**src/rtl/inst_fetch_queue.sv**
```systemverilog
// Instruction fetch front end: issues sequential ROM reads, buffers returned
// instructions with their addresses, and hands them to decode on valid/ready.
module inst_fetch_queue #(
  parameter int                ADDR_W   = 32,
  parameter int                DATA_W   = 32,
  parameter int                DEPTH    = 4,
  parameter logic [ADDR_W-1:0] RESET_PC = '0
) (
  input  logic              clk,
  input  logic              rst_n,
  output logic              rom_req,
  output logic [ADDR_W-1:0] rom_addr,
  input  logic [DATA_W-1:0] rom_rdata,
  input  logic              jump_en,
  input  logic [ADDR_W-1:0] jump_addr,
  output logic              inst_valid,
  input  logic              inst_ready,
  output logic [DATA_W-1:0] inst_o,
  output logic [ADDR_W-1:0] inst_addr_o
);

  localparam int PTR_W = $clog2(DEPTH);
  localparam int CNT_W = PTR_W + 1;
  localparam logic [CNT_W:0] DEPTH_C = (CNT_W+1)'(DEPTH);

  typedef struct packed {
    logic [ADDR_W-1:0] addr;
    logic [DATA_W-1:0] data;
  } entry_t;

  logic              started;
  logic              inflight;
  logic [ADDR_W-1:0] pc;
  logic [ADDR_W-1:0] infl_addr;
  logic [PTR_W-1:0]  rd_ptr;
  logic [PTR_W-1:0]  wr_ptr;
  logic [CNT_W-1:0]  count;
  logic [CNT_W:0]    credit;
  logic              push;
  logic              pop;
  logic              jump_addr_unused;
  entry_t            mem [DEPTH];

  // Jump targets are forced word-aligned, so the low bits are dropped.
  assign jump_addr_unused = ^jump_addr[1:0];

  // Credits cover both buffered entries and the read in flight, so a push
  // can never land on a full FIFO.
  assign credit     = {1'b0, count} + (CNT_W+1)'(inflight);
  assign rom_req    = started & ~jump_en & (credit < DEPTH_C);
  assign rom_addr   = pc;
  assign push       = inflight & ~jump_en;
  assign inst_valid = (count != '0);
  assign pop        = inst_valid & inst_ready & ~jump_en;

  assign inst_o      = inst_valid ? mem[rd_ptr].data : '0;
  assign inst_addr_o = inst_valid ? mem[rd_ptr].addr : '0;

  always_ff @(posedge clk or negedge rst_n) begin
    if (!rst_n) begin
      started   <= 1'b0;
      inflight  <= 1'b0;
      pc        <= RESET_PC;
      infl_addr <= '0;
      rd_ptr    <= '0;
      wr_ptr    <= '0;
      count     <= '0;
    end else begin
      started  <= 1'b1;
      inflight <= rom_req;
      if (rom_req) infl_addr <= pc;
      if (jump_en) begin
        pc     <= {jump_addr[ADDR_W-1:2], 2'b00};
        rd_ptr <= '0;
        wr_ptr <= '0;
        count  <= '0;
      end else begin
        if (rom_req) pc <= pc + ADDR_W'(4);
        rd_ptr <= rd_ptr + PTR_W'(pop);
        wr_ptr <= wr_ptr + PTR_W'(push);
        count  <= count + CNT_W'(push) - CNT_W'(pop);
      end
    end
  end

  // Storage needs no reset: outputs are gated by count.
  always_ff @(posedge clk) begin
    if (push) mem[wr_ptr] <= '{addr: infl_addr, data: rom_rdata};
  end

endmodule
```
**config.mk**
```make
export PLATFORM = sky130hd
export DESIGN_NAME = inst_fetch_queue
export DESIGN_NICKNAME = d
export VERILOG_FILES = /design/src/rtl/inst_fetch_queue.sv
export SDC_FILE = /design/constraint.sdc
export NUM_CORES = 1
export LEC_CHECK = 0
export ABC_AREA = 1
export BUFFER_PORTS_ARGS = -buffer_cell sky130_fd_sc_hd__buf_2
export CAP_MARGIN = 20
export CORE_MARGIN = 2
export CORE_UTILIZATION = 37
export CTS_BUF_LIST = sky130_fd_sc_hd__clkbuf_8 sky130_fd_sc_hd__clkbuf_16
export CTS_CLUSTER_SIZE = 20
export DETAILED_ROUTE_END_ITERATION = 10
export HOLD_SLACK_MARGIN = 0.08
export PLACE_DENSITY = 0.62
export REMOVE_ABC_BUFFERS = 1
export SLEW_MARGIN = 20
export SYNTH_ARGS = -nofsm -noshare
export SYNTH_HDL_FRONTEND = slang
export SYNTH_SLANG_ARGS = --single-unit
```
**constraint.sdc**
```tcl
create_clock -name clk -period 14.03 [get_ports clk]
set_input_delay 2.806 -clock clk [delete_from_list [all_inputs] [get_ports clk]]
set_output_delay 2.806 -clock clk [all_outputs]
set_load 0.02 [all_outputs]
```
==> qor.yml <==
status: "complete, no violations"
max_cap_viol_count: 0
timing.final.crit_share: 0.502
cp-endpoint: "rom_req"
path_class: "in -> out"
cts-root-buf: "clkbuf_16"
grt_max_degree: 96
antenna_cells: 0
coreArea_um2: 35600
drt_iter0_drc: 552
portBuffers: 159
route.detailed.vias_per_inst: 4.86
critPathArrivalTime_ps: 4230
drt-wirelength-per-cell_um: 16.6
r2r-start: "count[1]"
end_kind: "primary output"
ios: 166
leakage_uw: 0.00627
vias: 9257
synth.area.top_cells: "edfxtp_1 56%, dfrtp_1 13%, nor2_1 8.2%"
fp-row-count: 69
synth_area_um2: 13400
first_global_vias: 8854
path_max_fanout: 38
ys.flop_type: "edfxtp_1"
max_freq_ghz: 0.142
dp_slack_ps: 6990
synth_top_cells_by_count: "291 x nor2_1, 248 x edfxtp_1, 195 x nand2_1, 164 x o21ai_0, 72 x nand3_1"
reg2reg_slack_ps: 11660
clock_tree.buffer_depth: 3
hpwl_mm: 18.6
numCtsBuffers: 35
track_usage: 0.167
synth_warnings: 0
floorplan.initialDensity: 0.376
worstMarginPinSlew_ps: 1030
drt_drc_violations_left: 0
cp-startpoint: "jump_en"
nNetsFinal: 1495
hp-class: "reg -> reg"
grt_pass1_wl_mm: 49.6
cts_resized: 0
synth-async-reset-ratio: 0.218
holdBufCountCts: 0
routabilityCongestion: 0.837
yosysMostFrequentCell: "nor2_1"
cp.required_ps: 11220
synth.avg_cell_area_um2: 10.5
final-hold-violation-count: 0
rsz0062_at_grt: "false"
synth.top_cell.area_share: 0.556
setup_viol: 0
wl_mm: 31.7
yosysSeqAreaShare: 0.685
synthToLayoutAreaGrowth_pct: 17.2
gr-total-overflow: 0
irDropWorstVdd_uv: 83.0
p_per_area_nw_per_um2: 170
cts_tree: "built"
first_pass_iters: 5
cts.clk_slew.worst_paths_ps: 60
die_w_um: 194
fin_ws_ps: 6990
yosys.area.top_type: "edfxtp_1"
synth_seq_cells: 317
antenna_left: 0
synth_edf_count: 248
r2r-end: "count[2]"
clock_latency_ps: 500
numClockSinks: 317
htree_levels: 2
ys_types: 30
total_power_uw: 2660
syn_inst: 1272
die_y_um: 194
cts_setup_buffers: 0
drv_slew: 0
slew_headroom: 0.315
antenna_found_initial: 0
tns_ps: 0
finalClockSkew_ps: 16.7
layout_min_cycle_time_ps: 7040
die-area_um2: 37700
drive_gt1_frac: 0.170
ff2ff_path_depth: 9
worstSetupStartpointType: "input pin"
==> per-stage QoR <==
step                      instance area [µm²]  utilization  cells  hold WS [ps]
after floorplan                         13100            -   1209           476
after global placement                  14600        0.410   1843           497
after detailed placement                14600        0.410   1843           496
after CTS                               15700        0.441   1905           511
after global routing                    15700        0.441   1906           540
final                                   15700        0.441   1906           508
==> sequential cells by signal, indices dropped and copies added (netlist names) <==
register and flops:
count 3, wr_ptr 2, rom_addr 30, mem 248
infl_addr 30, started 1, inflight 1, rd_ptr 2
==> cell type report <==
class / count / area (µm²)
repair buffers: 174 / 916
flip-flops and latches: 317 / 9180
clock buffers: 38 / 940
multi-input cells: 827 / 3690
fillers: 3311 / 19900
well taps: 461 / 577
inverters: 65 / 245
clock inverters: 24 / 149
==> power breakdown <==
part / leakage, µW / switching (µW) / internal [µW] / total [µW]
clock: 0.000559 / 341 / 515 / 855
combinational: 0.00261 / 417 / 169 / 586
sequential: 0.00310 / 93.2 / 1130 / 1220
total: 0.00627 / 851 / 1810 / 2660
==> how the worst min path moves through the flow <==
stage | startpoint | endpoint | slack (ps) | cells after the start
final | infl_addr[22] | mem[2][54] | 510 | 0
after CTS | infl_addr[22] | mem[2][54] | 510 | 0
after floorplan | infl_addr[2] | mem[0][34] | 480 | 0
after detailed placement | infl_addr[22] | mem[2][54] | 500 | 0
after global placement | infl_addr[4] | mem[0][36] | 500 | 0
after global routing | infl_addr[14] | mem[3][46] | 540 | 0
==> metal layers <==
metal,up-vias,track usage,wire length [µm],share of wire
met5,-,0,0,0
met4,0,0.0449,571,0.018
met3,38,0.0263,1540,0.049
met2,224,0.275,15000,0.47
met1,4401,0.231,14600,0.46
li1,4594,-,-,-
==> logic make-up after synthesis <==
logic type      Yosys count  synth area share
compound gates          228            0.0852
xor+xnor                  3           0.00196
fa+ha+maj                 7           0.00710
buf+inv                 131            0.0421
flops                   317             0.685
other cells               2          0.000561
simple gates            584             0.178
==> cell usage in the layout, fill, tap and decap left out, drive strengths merged <==
cell type / netlist / layout
ha: 6 / 6
nand3: 73 / 73
o21ai: 164 / 164
bufinv: 0 / 2
fa: 1 / 1
and2: 2 / 2
xor2: 2 / 2
clkinv: 1 / 15
nand2: 199 / 199
nor3: 5 / 5
nor2: 302 / 302
edfxtp: 248 / 248
or2: 1 / 1
conb: 2 / 5
nand4: 1 / 1
dfrtp: 69 / 69
xnor2: 1 / 1
buf: 37 / 174
inv: 64 / 71
nand3b: 1 / 1
clkbuf: 29 / 38
a21oi: 64 / 64
clkinvlp: 0 / 1
==> worst max-delay path, stage by stage <==
cell and delay [ps]:
buf_2 100, buf_4 250, nor2_1 140, nand2_1 60, inv_1 60, nand3_2 70, inv_2 440, buf_2 280
No activity file was read; power rests on OpenSTA's default activity.
